File: config.mk
export PLATFORM = sky130hd
export DESIGN_NAME = datapath_seq_flat
export DESIGN_NICKNAME = d
export VERILOG_FILES = /design/src/rtl/datapath_seq_if.sv /design/src/rtl/datapath_seq.sv /design/src/flat_wrapper.sv
export SDC_FILE = /design/constraint.sdc
export NUM_CORES = 1
export LEC_CHECK = 0
export CORE_MARGIN = 2
export CORE_UTILIZATION = 40
export DETAILED_ROUTE_END_ITERATION = 12
export GPL_ROUTABILITY_DRIVEN = 0
export MAX_ROUTING_LAYER = met4
export PLACE_DENSITY = 0.76
export SYNTH_ARGS = -nofsm -noshare
export SYNTH_HDL_FRONTEND = slang
export SYNTH_SLANG_ARGS = --single-unit
File: constraint.sdc
create_clock -name clk -period 3.6 [get_ports clk]
set_clock_uncertainty 0.15 [all_clocks]
set_input_delay 0.72 -clock clk [delete_from_list [all_inputs] [get_ports clk]]
set_output_delay 0.72 -clock clk [all_outputs]
set_load 0.05 [all_outputs]
File: src/rtl/datapath_seq_if.sv
// -----------------------------------------------------------------------------
// datapath_seq_if
//   Instruction handshake channel into the datapath sequencer.
//
//   in_valid  producer -> consumer  instruction offered
//   in_ready  consumer -> producer  consumer can accept (FIFO not full)
//   in_op     producer -> consumer  3-bit ALU control code
//   in_rd     producer -> consumer  destination register index
//   in_rs1    producer -> consumer  first source register index
//   in_rs2    producer -> consumer  second source register index
//
//   Modports: master = instruction producer, slave = sequencer.
// -----------------------------------------------------------------------------
interface datapath_seq_if;
    logic       in_valid;
    logic       in_ready;
    logic [2:0] in_op;
    logic [1:0] in_rd;
    logic [1:0] in_rs1;
    logic [1:0] in_rs2;

    modport master (
        output in_valid, in_op, in_rd, in_rs1, in_rs2,
        input  in_ready
    );

    modport slave (
        input  in_valid, in_op, in_rd, in_rs1, in_rs2,
        output in_ready
    );
endinterface

File: src/rtl/datapath_seq.sv
// -----------------------------------------------------------------------------
// datapath_seq
//   Instruction sequencer for the 4-register, 32-bit datapath. Instructions
//   arrive on a valid/ready channel, are buffered in a FIFO, and are issued as
//   a two-cycle EXEC/WB sequence on the datapath address/control ports. Each
//   retired instruction is reported with a one-cycle res_valid pulse.
//
//   Parameters
//     FIFO_DEPTH      instruction buffer entries (power of two, >= 2)
//
//   Ports
//     clk             rising-edge clock
//     rst             synchronous, active-high reset
//     in_if           instruction channel (slave side)
//     dp_addr1/2      source register addresses (rs1, rs2)
//     dp_addr3        destination register address (rd)
//     dp_alu_control  ALU control code (op)
//     dp_wr           register-file write strobe, high only in WB
//     dp_result       ALU result from the datapath
//     res_valid       one-cycle pulse per retired instruction
//     res_data        result captured at retire, held until next retire
//     res_rd          destination of the retired instruction
//     r0_blocked      pulses with res_valid when a write to R0 was suppressed
//     busy            FSM not idle or FIFO non-empty
//     count           FIFO occupancy
//
//   Configuration
//     DATAPATH_SEQ_R0_PROTECT_EN  when defined, writes to R0 are suppressed
//                                 and flagged on r0_blocked; otherwise R0 is
//                                 an ordinary register and r0_blocked is 0.
// -----------------------------------------------------------------------------
module datapath_seq #(
    parameter int FIFO_DEPTH = 4
) (
    input  logic                          clk,
    input  logic                          rst,
    datapath_seq_if.slave                 in_if,
    output logic [1:0]                    dp_addr1,
    output logic [1:0]                    dp_addr2,
    output logic [1:0]                    dp_addr3,
    output logic [2:0]                    dp_alu_control,
    output logic                          dp_wr,
    input  logic [31:0]                   dp_result,
    output logic                          res_valid,
    output logic [31:0]                   res_data,
    output logic [1:0]                    res_rd,
    output logic                          r0_blocked,
    output logic                          busy,
    output logic [$clog2(FIFO_DEPTH):0]   count
);
    localparam int PTR_W = $clog2(FIFO_DEPTH);
    localparam int CNT_W = PTR_W + 1;

    typedef enum logic [1:0] {IDLE, EXEC, WB} state_t;

    typedef struct packed {
        logic [2:0] op;
        logic [1:0] rd;
        logic [1:0] rs1;
        logic [1:0] rs2;
    } instr_t;

    state_t             state_q, state_d;
    instr_t             instr_q, instr_d;
    logic [PTR_W-1:0]   wr_ptr_q, wr_ptr_d;
    logic [PTR_W-1:0]   rd_ptr_q, rd_ptr_d;
    logic [CNT_W-1:0]   count_q, count_d;
    logic               res_valid_q, res_valid_d;
    logic [31:0]        res_data_q, res_data_d;
    logic [1:0]         res_rd_q, res_rd_d;
    logic               r0_blocked_q, r0_blocked_d;

    instr_t             fifo_mem [FIFO_DEPTH];
    instr_t             in_entry;
    logic               full, empty, push, pop;

    assign full     = (count_q == CNT_W'(FIFO_DEPTH));
    assign empty    = (count_q == '0);
    // Acceptance uses the pre-edge full flag, so a pop on the same edge does
    // not let a push into a full FIFO.
    assign push     = in_if.in_valid && !full;
    assign in_entry = '{op: in_if.in_op, rd: in_if.in_rd,
                        rs1: in_if.in_rs1, rs2: in_if.in_rs2};

    // NOTE: every signal assigned here gets a default first; a path that
    // leaves one unassigned would infer a latch.
    always_comb begin
        state_d        = state_q;
        instr_d        = instr_q;
        pop            = 1'b0;
        res_valid_d    = 1'b0;
        res_data_d     = res_data_q;
        res_rd_d       = res_rd_q;
        r0_blocked_d   = 1'b0;
        dp_addr1       = '0;
        dp_addr2       = '0;
        dp_addr3       = '0;
        dp_alu_control = '0;
        dp_wr          = 1'b0;

        unique case (state_q)
            IDLE: begin
                if (!empty) begin
                    pop     = 1'b1;
                    instr_d = fifo_mem[rd_ptr_q];
                    state_d = EXEC;
                end
            end
            EXEC: begin
                dp_addr1       = instr_q.rs1;
                dp_addr2       = instr_q.rs2;
                dp_addr3       = instr_q.rd;
                dp_alu_control = instr_q.op;
                state_d        = WB;
            end
            WB: begin
                dp_addr1       = instr_q.rs1;
                dp_addr2       = instr_q.rs2;
                dp_addr3       = instr_q.rd;
                dp_alu_control = instr_q.op;
`ifdef DATAPATH_SEQ_R0_PROTECT_EN
                dp_wr          = (instr_q.rd != 2'd0);
                r0_blocked_d   = (instr_q.rd == 2'd0);
`else
                dp_wr          = 1'b1;
`endif
                res_valid_d    = 1'b1;
                res_data_d     = dp_result;
                res_rd_d       = instr_q.rd;
                // Chain straight into the next instruction with no IDLE bubble.
                if (!empty) begin
                    pop     = 1'b1;
                    instr_d = fifo_mem[rd_ptr_q];
                    state_d = EXEC;
                end else begin
                    state_d = IDLE;
                end
            end
            default: state_d = IDLE;
        endcase

        wr_ptr_d = push ? wr_ptr_q + PTR_W'(1) : wr_ptr_q;
        rd_ptr_d = pop  ? rd_ptr_q + PTR_W'(1) : rd_ptr_q;
        count_d  = count_q + CNT_W'(push) - CNT_W'(pop);
    end

    // NOTE: state registers use non-blocking assignments so every flop
    // samples the pre-edge values regardless of statement order.
    always_ff @(posedge clk) begin
        if (rst) begin
            state_q      <= IDLE;
            instr_q      <= '0;
            wr_ptr_q     <= '0;
            rd_ptr_q     <= '0;
            count_q      <= '0;
            res_valid_q  <= 1'b0;
            res_data_q   <= '0;
            res_rd_q     <= '0;
            r0_blocked_q <= 1'b0;
        end else begin
            state_q      <= state_d;
            instr_q      <= instr_d;
            wr_ptr_q     <= wr_ptr_d;
            rd_ptr_q     <= rd_ptr_d;
            count_q      <= count_d;
            res_valid_q  <= res_valid_d;
            res_data_q   <= res_data_d;
            res_rd_q     <= res_rd_d;
            r0_blocked_q <= r0_blocked_d;
        end
    end

    // NOTE: the storage array is not reset; entries are only read when count
    // says they were written, so reset clears the pointers and count instead.
    always_ff @(posedge clk) begin
        if (push) begin
            fifo_mem[wr_ptr_q] <= in_entry;
        end
    end

    assign in_if.in_ready = !full;
    assign res_valid      = res_valid_q;
    assign res_data       = res_data_q;
    assign res_rd         = res_rd_q;
    assign r0_blocked     = r0_blocked_q;
    assign busy           = (state_q != IDLE) || !empty;
    assign count          = count_q;
endmodule

File: src/flat_wrapper.sv
// flat-port wrapper written by rule: the top's interface ports become plain ports
module datapath_seq_flat 
#(
    parameter int FIFO_DEPTH = 4
)
  (clk, rst, dp_addr1, dp_addr2, dp_addr3, dp_alu_control, dp_wr, dp_result, res_valid, res_data, res_rd, r0_blocked, busy, count, in_if_in_valid, in_if_in_op, in_if_in_rd, in_if_in_rs1, in_if_in_rs2, in_if_in_ready);
  datapath_seq_if in_if_i ();
  input  logic clk;
  input  logic rst;
  output logic [1:0] dp_addr1;
  output logic [1:0] dp_addr2;
  output logic [1:0] dp_addr3;
  output logic [2:0] dp_alu_control;
  output logic dp_wr;
  input  logic [31:0] dp_result;
  output logic res_valid;
  output logic [31:0] res_data;
  output logic [1:0] res_rd;
  output logic r0_blocked;
  output logic busy;
  output logic [$clog2(FIFO_DEPTH):0] count;
  input wire logic [$bits(in_if_i.in_valid)-1:0] in_if_in_valid;
  input wire logic [$bits(in_if_i.in_op)-1:0] in_if_in_op;
  input wire logic [$bits(in_if_i.in_rd)-1:0] in_if_in_rd;
  input wire logic [$bits(in_if_i.in_rs1)-1:0] in_if_in_rs1;
  input wire logic [$bits(in_if_i.in_rs2)-1:0] in_if_in_rs2;
  output wire logic [$bits(in_if_i.in_ready)-1:0] in_if_in_ready;
  assign in_if_i.in_valid = in_if_in_valid;
  assign in_if_i.in_op = in_if_in_op;
  assign in_if_i.in_rd = in_if_in_rd;
  assign in_if_i.in_rs1 = in_if_in_rs1;
  assign in_if_i.in_rs2 = in_if_in_rs2;
  assign in_if_in_ready = in_if_i.in_ready;
  datapath_seq #(.FIFO_DEPTH(FIFO_DEPTH)) u_core (.clk(clk), .rst(rst), .in_if(in_if_i), .dp_addr1(dp_addr1), .dp_addr2(dp_addr2), .dp_addr3(dp_addr3), .dp_alu_control(dp_alu_control), .dp_wr(dp_wr), .dp_result(dp_result), .res_valid(res_valid), .res_data(res_data), .res_rd(res_rd), .r0_blocked(r0_blocked), .busy(busy), .count(count));
endmodule
==> reports/results.tsv <==
stage	metric	value	unit
status	result of the run	complete, no violations	
global_routing	Overall Global Routing Usage	14.3	%
clock_tree	maximum root-to-sink buffer count	2	
clock_tree	total of cells resized after clock tree synthesis	0	
global_routing	overflow left after global routing	0	
clock_tree	clock insertion delay at the later pin of the skew report	0.35	ns
pwr	standby leakage power	1.69	nW
hold_path	number of cells traversed by the worst hold path	2	
clock_tree	count of clock tree sinks	89	
timing	count of endpoints failing hold in the final timing report	0	
critical_path	r2r setup slk	0.61	ns
detailed_routing	number of vias after detailed routing	2262	
clock_tree	number of buffers inserted by post-CTS setup repair	0	
layout	Ant. Diodes	0	
clock_tree	root buffer cell	clkbuf_8	
clock_tree	CTS tree	yes	
pwr	combinational group share of total power	37.7	%
logic_synthesis	number of synthesized register bits	89	
timing	minimum clock period after layout	3.29	ns
critical_path	arrival time worst endpoint	2.42	ns
critical_path	Cell Chain, Critical Path	inv_1 > ha_2 > buf_4 > clkdlybuf4s50_1	
clock_tree	cts bufs inserted	9	
clock_tree	total number of H-tree levels	3	
logic_synthesis	Post-Syn Area per Cell	12.9	sq um
pwr	worst IR drop on VDD	0.370	mV
layout	layout cells sized above 1	7.38	%
layout	Final Core Density	55.1	%
detailed_routing	detailed-route DRC error count	0	
pwr	switch share	36.6	%
logic_synthesis	Cell variety after synth	30	
critical_path	Buf/Inv on CP	3	
floorplan	die area	9520	sq um
logic_synthesis	fraction of synthesized cell area taken by the top area cell type	30.9	%
critical_path	kind of capture point of the worst setup path	output pin	
critical_path	Crit Path Category	register to output pin	
timing	Worst Tran Pin Value	0.924	ns
logic_synthesis	cell type with the largest total area after synthesis	edfxtp_1	
pwr	cell internal pwr	2.24	mW
timing	final cycle utilization of the critical path	91.3	%
place	number of port buffers	93	
logic_synthesis	sequential element share of the synthesized area	61.2	%
logic_synthesis	synth top area cells	edfxtp_1, dfxtp_1, mux2i_1, nor2_1, mux4_1	
pwr	share of power burned in the clock network	23.6	%
floorplan	count of standard-cell rows	34	
detailed_routing	first-iteration detailed-routing DRC count	88	
timing	total count of max-transition violations in the final report	0	
floorplan	Chip Height	97.6	microns
critical_path	Slowest-stage cell, CP	clkdlybuf4s50_1	
critical_path	r2r startpoint	u_core.state_q[1]	
pwr	power per unit of standard cell area	746	nW/um^2
critical_path	kind of cell adding the most delay to the critical path	buffers and inverters	
floorplan	Die Wd	97.6	microns
pwr	sw power	1.29	mW
timing	relative max-transition margin	38.4	%
hold_path	Tightest Hold Check Type	register to register	
detailed_routing	number of vias per cell after detailed routing	4.77	
floorplan	ports placed on the boundary	95	
clock_tree	total of hold buffers inserted after clock tree synthesis	0	
timing	worst hold slack	0.311	ns
hold_path	capture endpoint of the worst hold path	u_core.instr_q[8]	
global_routing	global-route wire length before repair	10600	microns
detailed_routing	mean routed wirelength per cell	13.6	microns
pwr	sequential share of power	38.8	%
logic_synthesis	net count of the mapped netlist	326	
critical_path	Worst setup SP type	register	
place	pre-CTS setup slack	0.619	ns
clock_tree	clock-pin slew reported for the worst setup and hold paths after clock tree synthesis	0.09	ns
detailed_routing	length of the first detailed-routing pass in iterations	4	
global_routing	number of antenna violations at the first check in global routing	0	
layout	Area growth syn-to-layout	35.2	%
timing	Worst Slack Setup Final	0.313	ns
timing	final number of setup-violating endpoints	0	
critical_path	launch point of the critical path	u_core.state_q[0]	
critical_path	highest fanout seen on the critical path	36	
critical_path	number of cells on the worst reg-to-reg path	12	
global_routing	maximum number of pins on one net before global-route repair	54	
pwr	total power	3.53	mW
global_routing	via count of the first global-routing pass	2185	
floorplan	Initial Util	40.7	%
layout	Layout Nets	416	
place	half-perimeter wire length after placement	4520	microns
detailed_routing	final wirelength	6470	microns
hold_path	Worst Hold Launch	u_core.instr_q[8]	
critical_path	endpoint required time on the critical path	2.73	ns
layout	Fillers	730	
detailed_routing	antenna violation net count after detailed routing	0	
logic_synthesis	Syn Std Cell Area	3500	sq um
logic_synthesis	count of yosys warnings during synthesis	0	
timing	setup TNS after final layout	0	ns
critical_path	capturing point of the worst reg2reg path	u_core.count[2]	
run	number of maximum-capacitance constraint violations	0	
logic_synthesis	Mapped Cells	271	
timing	maximum operating frequency	304	MHz
critical_path	Max stage delay on crit path	0.91	ns
floorplan	core region area	8590	sq um
timing	setup repair after global routing missed its margin	no	
cells in the final DEF (no fill, tap or decap), types with 2 or more instances in the layout:
cell type,synthesis,routed
ha_1,10,9
inv_6,0,2
mux2i_1,35,35
clkdlybuf4s50_1,0,92
mux4_2,4,4
mux4_1,5,5
nand3_1,2,2
edfxtp_1,36,36
clkbuf_8,0,9
nand2_1,18,18
a21oi_1,12,12
o21ai_0,3,3
dfxtp_1,53,53
and2_1,9,9
inv_1,12,12
nor2b_1,2,2
and3_1,4,4
bufinv_16,0,3
nor2_1,40,40
area by class of cell:
| cell class | count | area, sq um | share of cell area, % |
|---|---|---|---|
| clock buffers | 9 | 124 | 2.62 |
| repair buffers | 94 | 933 | 19.7 |
| flip-flops and latches | 89 | 2140 | 45.3 |
| inverters | 12 | 45.0 | 0.952 |
| clock inverters | 7 | 124 | 2.62 |
| well taps | 108 | 135 | 2.86 |
| multi-input cells | 155 | 1230 | 26.0 |
synth_stat cells:
cell type / number
ha_1: 10
a2bb2oi_1: 1
mux2i_1: 35
mux4_2: 4
dfxtp_1: 53
buf_2: 4
xnor2_1: 1
nor3_1: 1
o32ai_4: 1
nor2_1: 40
conb_1: 1
nor2b_1: 2
nand3_1: 2
nand2_1: 18
clkbuf_1: 6
nor4b_4: 1
and2_1: 9
o21ai_0: 3
and3_1: 4
edfxtp_1: 36
fa_1: 1
nor3b_2: 1
mux4_1: 5
or3_1: 1
buf_6: 2
and2_2: 1
buf_4: 3
inv_1: 12
a21oi_1: 12
xor2_1: 1
tightest hold or removal path: cells and delay by family, from the launching register on:
kind | cells | cell delay, ns
flops | 1 | 0.32
compound gates | 1 | 0.05
simple gates | 1 | 0.05
cell families after synthesis:
group	Yosys count	synth area share, %
flip-flops	89	61.2
multiplexers	44	16.3
AO/OA/AOI/OAI	17	3.18
other	1	0.107
buffers and inverters	27	3.79
adder cells (fa/ha/maj)	11	4.15
XOR/XNOR	2	0.500
AND/OR/NAND/NOR	80	10.8
stage by stage:
step           instances  instance area [sq um]
6_report             474                   4730
3_5_place_dp         458                   4480
2_1_floorplan        271                   3500
4_1_cts              474                   4730
3_3_place_gp         458                   4480
5_1_grt              474                   4730
worst max-delay path by stage:
stage                            endpoint  cells past startpoint
after floorplan           u_core.count[2]                     14
after global placement    u_core.count[2]                     12
after detailed placement  u_core.count[2]                     12
after CTS                           dp_wr                      4
after global routing                dp_wr                      4
final                               dp_wr                      4
state kept, by name, summed over array words and instances (netlist names):
signal            count
u_core.rd_ptr_q       2
u_core.res_data      32
u_core.wr_ptr_q       2
u_core.count          3
u_core.res_valid      1
u_core.res_rd         2
u_core.state_q        2
u_core.fifo_mem      36
u_core.instr_q        9
power groups by stage:
stage	combinational, mW	clock, mW	sequential, mW
global route	1.44	0.896	1.39
floorplan	0.804	0	1.57
global placement	1.31	0	1.39
CTS	1.34	0.855	1.37
finish	1.33	0.831	1.37
detailed placement	1.34	0	1.39
routing by layer:
metal,vias to the layer above,GRT usage (%),share of wire (%)
met5,-,-,0
met4,0,5.77,1.9
met3,12,3.67,5.4
met2,81,22.5,47
met1,1056,17.7,46
li1,1113,-,-
Power figures use the tool's default switching activity.
